### config.mk
export PLATFORM = sky130hd
export DESIGN_NAME = spike_rate_decoder
export DESIGN_NICKNAME = d
export VERILOG_FILES = /design/src/rtl/snn_pkg.sv /design/src/rtl/sat_counter.sv /design/src/rtl/spike_rate_decoder.sv
export SDC_FILE = /design/constraint.sdc
export NUM_CORES = 1
export LEC_CHECK = 0
export ABC_AREA = 1
export BUFFER_PORTS_ARGS = -buffer_cell sky130_fd_sc_hd__buf_2
export CORE_ASPECT_RATIO = 1.2
export CORE_MARGIN = 3
export CORE_UTILIZATION = 58
export CTS_BUF_LIST = sky130_fd_sc_hd__clkbuf_4 sky130_fd_sc_hd__clkbuf_8
export DETAILED_ROUTE_END_ITERATION = 10
export PLACE_DENSITY = 0.76
export SLEW_MARGIN = 20
export SYNTH_ARGS = -nofsm -noshare
export SYNTH_HDL_FRONTEND = slang
export SYNTH_SLANG_ARGS = --single-unit
### constraint.sdc
create_clock -name clk -period 2.1 [get_ports clk]
set_clock_uncertainty 0.1 [all_clocks]
set_input_delay 0.315 -clock clk [delete_from_list [all_inputs] [get_ports clk]]
set_output_delay 0.315 -clock clk [all_outputs]
set_load 0.005 [all_outputs]
### src/rtl/snn_pkg.sv
// Shared definitions for the spiking-neural-network block family.
//
// Contents:
//   SNN_CNT_W        default width of spike counts, intervals and windows
//   decoder_state_t  rate-decoder control state (IDLE, COUNT)
//   sat_inc()        saturating increment, shared by counters in lif-family blocks
package snn_pkg;

  localparam int SNN_CNT_W = 8;

  typedef enum logic [0:0] {
    IDLE  = 1'b0,
    COUNT = 1'b1
  } decoder_state_t;

  // Width-agnostic saturating increment: callers widen their operand to 32 bits,
  // pass their own ceiling, and cast the result back to their width.
  function automatic int unsigned sat_inc(input int unsigned value,
                                          input int unsigned max_value);
    return (value >= max_value) ? max_value : value + 1;
  endfunction

endpackage

### src/rtl/sat_counter.sv
// Saturating up-counter with synchronous clear.
//
// Ports:
//   clk    clock
//   rst_n  synchronous active-low reset
//   clr    clear to 0 (wins over inc)
//   inc    increment by one, holding at all-ones
//   count  current value
module sat_counter
  import snn_pkg::*;
#(
  parameter int W = SNN_CNT_W
) (
  input  logic         clk,
  input  logic         rst_n,
  input  logic         clr,
  input  logic         inc,
  output logic [W-1:0] count
);

  localparam int unsigned MAX = (1 << W) - 1;

  // NOTE: clocked state uses non-blocking assignments so every register
  // samples pre-edge values; reset is tested inside the clocked block, which
  // makes it synchronous.
  always_ff @(posedge clk) begin
    if (!rst_n)   count <= '0;
    else if (clr) count <= '0;
    else if (inc) count <= W'(sat_inc(32'(count), MAX));
  end

endmodule

### src/rtl/spike_rate_decoder.sv
// Spike-rate decoder: turns a 1-bit spike train into a per-window spike count
// and the most recent inter-spike interval, delivered over valid/ready.
//
// Ports:
//   clk        clock
//   rst_n      synchronous active-low reset
//   enable     run decoding; low aborts the current window
//   spike      spike input, sampled every rising edge
//   window     window length in cycles (0 means 2**CNT_W), sampled at window start
//   rate       spike count of the last completed window (saturating)
//   isi        last inter-spike interval at window close
//   out_valid  rate/isi hold an unconsumed result
//   out_ready  consumer accepts the result
//   overrun    sticky: an unconsumed result was overwritten
module spike_rate_decoder
  import snn_pkg::*;
#(
  parameter int CNT_W = SNN_CNT_W
) (
  input  logic             clk,
  input  logic             rst_n,
  input  logic             enable,
  input  logic             spike,
  input  logic [CNT_W-1:0] window,
  output logic [CNT_W-1:0] rate,
  output logic [CNT_W-1:0] isi,
  output logic             out_valid,
  input  logic             out_ready,
  output logic             overrun
);

  localparam int unsigned      CNT_MAX = (1 << CNT_W) - 1;
  localparam logic [CNT_W:0]   WIN_MAX = {1'b1, {CNT_W{1'b0}}};
  localparam logic [CNT_W:0]   WIN_ONE = {{CNT_W{1'b0}}, 1'b1};

  decoder_state_t   state;
  logic [CNT_W:0]   win_left;   // one extra bit so a full 2**CNT_W window fits
  logic [CNT_W-1:0] spk_cnt;
  logic [CNT_W-1:0] gap;
  logic             seen;
  logic [CNT_W-1:0] isi_last;

  logic             start;
  logic             counting;
  logic             abort;
  logic             close;
  logic [CNT_W:0]   win_len;
  logic [CNT_W-1:0] cnt_next;
  logic [CNT_W-1:0] isi_next;

  assign start    = (state == IDLE)  &&  enable;
  assign counting = (state == COUNT) &&  enable;
  assign abort    = (state == COUNT) && !enable;
  // Close on the edge that takes win_left to zero; that edge's spike still counts.
  assign close    = counting && (win_left == WIN_ONE);
  assign win_len  = (window == '0) ? WIN_MAX : {1'b0, window};

  // Count and interval as they stand after this edge's sample, so a close
  // reports the window including its final spike.
  assign cnt_next = spike ? CNT_W'(sat_inc(32'(spk_cnt), CNT_MAX)) : spk_cnt;
  assign isi_next = (counting && spike && seen) ? CNT_W'(sat_inc(32'(gap), CNT_MAX))
                                                : isi_last;

  sat_counter #(.W(CNT_W)) u_spk_cnt (
    .clk   (clk),
    .rst_n (rst_n),
    .clr   (start || close || abort),
    .inc   (counting && spike),
    .count (spk_cnt)
  );

  // Edges since the last spike; restarts on every spike.
  sat_counter #(.W(CNT_W)) u_gap (
    .clk   (clk),
    .rst_n (rst_n),
    .clr   (start || abort || (counting && spike)),
    .inc   (counting && !spike),
    .count (gap)
  );

  // Control state, window timer and interval tracking.
  always_ff @(posedge clk) begin
    if (!rst_n) begin
      state    <= IDLE;
      win_left <= '0;
      seen     <= 1'b0;
      isi_last <= '0;
    end else if (start) begin
      state    <= COUNT;
      win_left <= win_len;
    end else if (abort) begin
      state    <= IDLE;
      win_left <= '0;
      seen     <= 1'b0;
      isi_last <= '0;
    end else if (counting) begin
      win_left <= close ? win_len : win_left - 1'b1;
      if (spike) begin
        seen     <= 1'b1;
        isi_last <= isi_next;
      end
    end
  end

  // Result register and handshake. A close always loads a fresh result; it
  // only flags overrun when the old one was neither consumed nor being consumed.
  always_ff @(posedge clk) begin
    if (!rst_n) begin
      rate      <= '0;
      isi       <= '0;
      out_valid <= 1'b0;
      overrun   <= 1'b0;
    end else if (close) begin
      rate      <= cnt_next;
      isi       <= isi_next;
      out_valid <= 1'b1;
      if (out_valid && !out_ready) overrun <= 1'b1;
    end else if (out_valid && out_ready) begin
      out_valid <= 1'b0;
    end
  end

endmodule

# ---- After elaboration in Yosys (flattened, before gate mapping)
# Index checks and enable logic that the tools add are counted.
dict set report classes {
  n_reduce_logical 26
  n_mux 19
  bitwise 3
  n_lt_le_gt_ge 2
  add_sub_neg 3
  eq_ne 1
}
# cell n
set op_table {}
lappend op_table {{8-bit two-way mux} 7}
lappend op_table {{9-bit two-way mux} 5}
lappend op_table {{8-bit by 1-bit adder with 8-bit output (second input constant)} 2}
lappend op_table {{8-bit greater-or-equal comparator (second input constant)} 2}
lappend op_table {{9-bit by 1-bit == test with 1-bit output (second input constant)} 1}
lappend op_table {{1-bit logical AND} 9}
lappend op_table {{9-bit by 1-bit subtractor with 9-bit output (second input constant)} 1}
lappend op_table {{8-bit logical NOT} 1}
lappend op_table {{2-bit nonzero test} 4}
lappend op_table {{1-bit two-way mux} 7}
lappend op_table {{1-bit logical OR} 4}
lappend op_table {{2-bit OR reduction} 2}
lappend op_table {{1-bit logical NOT} 3}
lappend op_table {{1-bit inverter} 3}
lappend op_table {{3-bit AND reduction} 1}
lappend op_table {{3-bit nonzero test} 1}
lappend op_table {{2-bit AND reduction} 1}
dict set report word_totals {
  wordCells 64
  out_inout_bits 18
  inputBits 13
  ff_bits 53
}

# ---- Logic depth before layout (Yosys ltp)
dict set report logic_depth {
  ltp_word 7
  ltp_mapped 11
}

# ---- Cells and area by module
# A second synthesis with hierarchy kept.
dict set report hier_totals {
  hier_cells 433
  hier_area_um2 3000.4
}
# module seq_area_each_um2 area_each_um2 n_inst cells_each
set modules_own_cells {}
lappend modules_own_cells {spike_rate_decoder 740.7 2182.1 1 317}
lappend modules_own_cells {sat_counter 160.2 409.1 2 58}

# ---- Worst setup path after synthesis
# Ideal clock, no wire load.
dict set report synth_timing {
  path_kind {input -> register}
  start {in enable}
  end {reg isi_last[1]}
  arrival_ns 1.308
  cell_stages 7
  n_path_buf 1
  required_ns 1.868
  setup_slack_ns 0.559
  setup_ns 0.132
  cell_sequence {ha_1 > nand2_4 > nor2_1 > buf_4 > or2_2 > o211ai_1 > a21oi_1}
}
dict set report synth_via {
  elab_chain_len 7
  elab_cells_between_ends 14
  classes_between {4 x mux; 1 x bitwise; 9 x reduce/logical}
}
# item line
set synth_lines {}
lappend synth_lines {{start, declared} spike_rate_decoder.sv:22} ;# input logic enable,
lappend synth_lines {{1-bit logical AND} spike_rate_decoder.sv:52} ;# assign counting = (state == COUNT) && enable;
lappend synth_lines {{1-bit logical AND (2 in a row)} spike_rate_decoder.sv:61} ;# assign isi_next = (counting && spike && seen) ? CNT_W'(sat_inc(32'(gap), CNT_MAX))
lappend synth_lines {{8-bit two-way mux} spike_rate_decoder.sv:61}
lappend synth_lines {{8-bit two-way mux} spike_rate_decoder.sv:98} ;# if (spike) begin
lappend synth_lines {{8-bit two-way mux} spike_rate_decoder.sv:96} ;# end else if (counting) begin
lappend synth_lines {{8-bit two-way mux} spike_rate_decoder.sv:91} ;# end else if (abort) begin
lappend synth_lines {{end signal, assigned} spike_rate_decoder.sv:100} ;# isi_last <= isi_next;
lappend synth_lines {{end, declared} spike_rate_decoder.sv:41} ;# logic [CNT_W-1:0] isi_last;
# Parallel ways exist; a longest one is shown, timed or not. The select of a mux whose other input is x is not followed.
# A chain may end at the register's enable or synchronous reset.

# ---- Worst setup path in the final report
dict set report layout_timing {
  start {reg state}
  end {reg isi_last[2]}
}
dict set report layout_via {
  elab_chain_len 7
  elab_cells_between_ends 14
  classes_between {4 x mux; 2 x bitwise; 8 x reduce/logical}
}
# item line
set layout_lines {}
lappend layout_lines {{start, declared} spike_rate_decoder.sv:36} ;# decoder_state_t state;
lappend layout_lines {{start signal, assigned} spike_rate_decoder.sv:84} ;# state <= IDLE;
lappend layout_lines {{start signal, assigned} spike_rate_decoder.sv:89} ;# state <= COUNT;
lappend layout_lines {{start signal, assigned} spike_rate_decoder.sv:92} ;# state <= IDLE;
lappend layout_lines {{1-bit logical AND} spike_rate_decoder.sv:52}
lappend layout_lines {{1-bit logical AND (2 in a row)} spike_rate_decoder.sv:61}
lappend layout_lines {{8-bit two-way mux} spike_rate_decoder.sv:61}
lappend layout_lines {{8-bit two-way mux} spike_rate_decoder.sv:98}
lappend layout_lines {{8-bit two-way mux} spike_rate_decoder.sv:96}
lappend layout_lines {{8-bit two-way mux} spike_rate_decoder.sv:91}
# Parallel ways exist; a longest one is shown, timed or not. The select of a mux whose other input is x is not followed.

==> metrics.md <==
| Metric | Value |
|---|---|
| Num CTS Buffers | `5` |
| Clk slew on worst S/H paths | `0.10 ns` |
| Ratio of cells with drive above 1 in the final layout | `15.8%` |
| Clock Latency Late Sink | `0.31 ns` |
| Hold buffer count at CTS | `0` |
| Vias in the first global route | `2,625` |
| Synthesized cell area | `2860 sq um` |
| Row count | `27` |
| Dpl hpwl | `4.76 mm` |
| H-tree levels | `2` |
| Filler Cells Inserted | `435` |
| FF-to-FF path depth | `7` |
| Synthesized Nets | `442` |
| R2R Path Start | `state` |
| Setup CP Type | `reg2reg` |
| Die Y | `83.0 um` |
| Cell Area, Placed | `3080 sq um` |
| Post-Syn Area per Cell | `6.80 sq um` |
| Layout overhead on the synthesized area | `11.7%` |
| Routed WL | `6.51 mm` |
| Max incr delay on CP | `0.40 ns` |
| Drt pass-1 iters | `4` |
| Leakage | `1.50 nW` |
| Core area | `4660 sq um` |
| Routed WL per cell | `12.7 um` |
| CTS sink cnt | `53` |
| Sequential Area | `1060 sq um` |
| Worst EP arrival | `2.03 ns` |
| Hold slack final | `0.174 ns` |
| Iter 0 DRT Violations | `149` |
| IO Port Bufs | `30` |
| Hold crit path type | `in2reg` |
| Register area share after synthesis | `37.0%` |
| FMAX | `530 MHz` |
| IO Pins | `31` |
| Setup ws final | `0.215 ns` |
| Root Buffer | `clkbuf_8` |
| Crit-path cells | `ha_1, nand2_4, inv_2, nand2_1, nor2_2, o211ai_1, a21oi_1` |
| Global-route wire length before repair | `11.3 mm` |
| # nets final | `476` |
| Inst Count DP | `506` |
| Multi-input logic area | `1530 sq um` |
| Max-slew violation count | `0` |
| Worst path slowest cell | `dfxtp_1` |
| Worst-path maximum fanout | `11` |
| Setup_tns | `0 ns` |
| CP startpoint kind | `flop` |
| Synth Warn # | `0` |
| CTS resizes | `0` |
| # DRC | `0` |
| Post-route ant nets | `0` |
| Post-Synthesis Cells | `421` |
| Max clock buf depth | `2` |
| Post-layout min period | `1.89 ns` |
| FF+latch count, synth | `53` |
| Post-Place Worst Slack | `0.180 ns` |
| Chip Width | `70.1 um` |
| Initial antenna violation count | `0` |
| Placer Congestion | `0.870` |
| Data required, critical path | `2.25 ns` |
| Initial core utilization | `61.4%` |
| Ranking of synthesized cells by area | `dfxtp_1 37%, nand2_1 12%, a21oi_1 8.0%` |
| Most frequent cells in the layout | `89 x nand2_1, 53 x dfxtp_1, 51 x inv_1` |
| Postcts setup bufs | `0` |
| Most used flip-flop cell after synthesis | `dfxtp_1` |
| Non-filler cells, final | `514` |
| Via-per-instance ratio | `5.38` |
| VDD IR max | `392 uV` |
| WHS Path Cells | `4` |
| Grt ovf | `0` |
| Leading area contributor after synthesis | `dfxtp_1` |
| RSZ-0062 raised after global routing | `false` |
| Final worst path period share | `89.8%` |
| Commonest non-fill, non-tap cell in the layout | `nand2_1` |
| Crit end category | `flop` |
| Post-synthesis async set-or-reset flop share | `0%` |
| Reg2reg setup slack | `0.21 ns` |
| ANT cells | `0` |
| Library cells used by synthesis | `33` |
| Largest net degree at the start of global routing | `19` |
| Yosys top cell area share | `37.0%` |
| Max_cap viols | `0` |
| Pwr dens | `706 nW/um^2` |
| CTS tree | `done` |
| EDFF count, synth | `0` |
| Min-Delay Startpoint | `out_ready` |
| Via Count | `2,763` |
| Hold worst-path end | `overrun` |
| Design Area, Final | `3200 sq um` |
| Hold Vio Cnt, Final | `0` |
| Slew HR | `67.8%` |
| Worst slew pin tran | `0.482 ns` |
| # setup viols final | `0` |
| Die area | `5820 sq um` |
| Status | `completed` |
| Reg2reg end | `isi_last[2]` |
| Total Routing Usage GR | `23.2%` |
[worst max-delay path by stage]
stage / start / endpoint / slack (ns) / depth (start not counted)
6_report: state / isi_last[2] / 0.21 / 7
3_5_place_dp: enable / isi[7] / 0.18 / 9
3_3_place_gp: enable / isi[6] / 0.24 / 9
4_1_cts: state / isi[7] / 0.19 / 8
2_1_floorplan: enable / isi_last[1] / 0.56 / 7
5_1_grt: state / isi_last[5] / 0.05 / 7
[report_power, final]
part	total [W]	internal (W)	switching, W	leakage [nW]
clock	0.000705	0.000358	0.000347	0.0585
combinational	0.000446	0.000161	0.000285	1.01
sequential	0.00111	0.00105	0.0000531	0.429
total	0.00226	0.00157	0.000685	1.50
[registers in the layout, summed over array words and instances (netlist names)]
| signal | cells |
|---|---|
| out_valid | 1 |
| rate | 8 |
| isi_last | 8 |
| win_left | 9 |
| seen | 1 |
| state | 1 |
| u_gap.count | 8 |
| overrun | 1 |
| u_spk_cnt.count | 8 |
| isi | 8 |
[cells in the mapped netlist, types with 2 or more instances]
cell / count
nand2_1: 89
dfxtp_1: 53
inv_1: 51
a21oi_1: 46
nor2_1: 44
nand3_1: 32
o21ai_0: 28
o21ai_1: 12
ha_1: 8
o211ai_1: 6
or2_2: 6
nand4_1: 5
inv_2: 4
nand2_4: 4
buf_2: 3
clkbuf_1: 3
nor2_2: 3
nor3_1: 3
a211oi_1: 2
buf_4: 2
inv_4: 2
nor3_2: 2
xnor2_1: 2
xor2_1: 2
[metal layers]
layer | vias up | global-route usage, % | wire length (um)
met5 | - | 0 | 0
met4 | 0 | 6.97 | 114
met3 | 14 | 3.63 | 241
met2 | 57 | 40.2 | 3080
met1 | 1253 | 29.5 | 3070
li1 | 1439 | - | -
[kinds of logic (layout without fill, tap and decap cells)]
family                     Yosys count  after routing  synth area share, %
adders and majority gates            8              8                 3.50
DFF                                 53             53                 37.0
and+or+nand+nor                    192            192                 30.6
buffers and inverters               67            102                 9.61
AOI/OAI and AO/OA                   97             97                 18.0
xor gates and xnor gates             4              4                 1.22
[layout make-up]
cell class | instances | area share (%)
Clock buffer | 5 | 2.15
Tap cell | 58 | 2.27
Timing Repair Buffer | 37 | 6.34
Sequential cell | 53 | 33.2
Multi-Input combinational cell | 301 | 47.8
Inverter | 57 | 6.85
Clock inverter | 3 | 1.37
[critical path, delay by kind of cell, from the launching register on]
kind                     cells  cell delay [ns]
flip-flops                   1             0.40
buffers and inverters        1             0.20
AO/OA/AOI/OAI                2             0.30
AND/OR/NAND/NOR              3             0.55
adder cells (fa/ha/maj)      1             0.28
[through the flow]
step	utilization, %	power [W]
floorplan	-	0.00147
global placement	66.1	0.00156
detailed placement	66.1	0.00157
CTS	68.5	0.00226
global route	68.6	0.00239
finish	68.6	0.00226
Note: power is estimated with default switching activity, not from simulation.
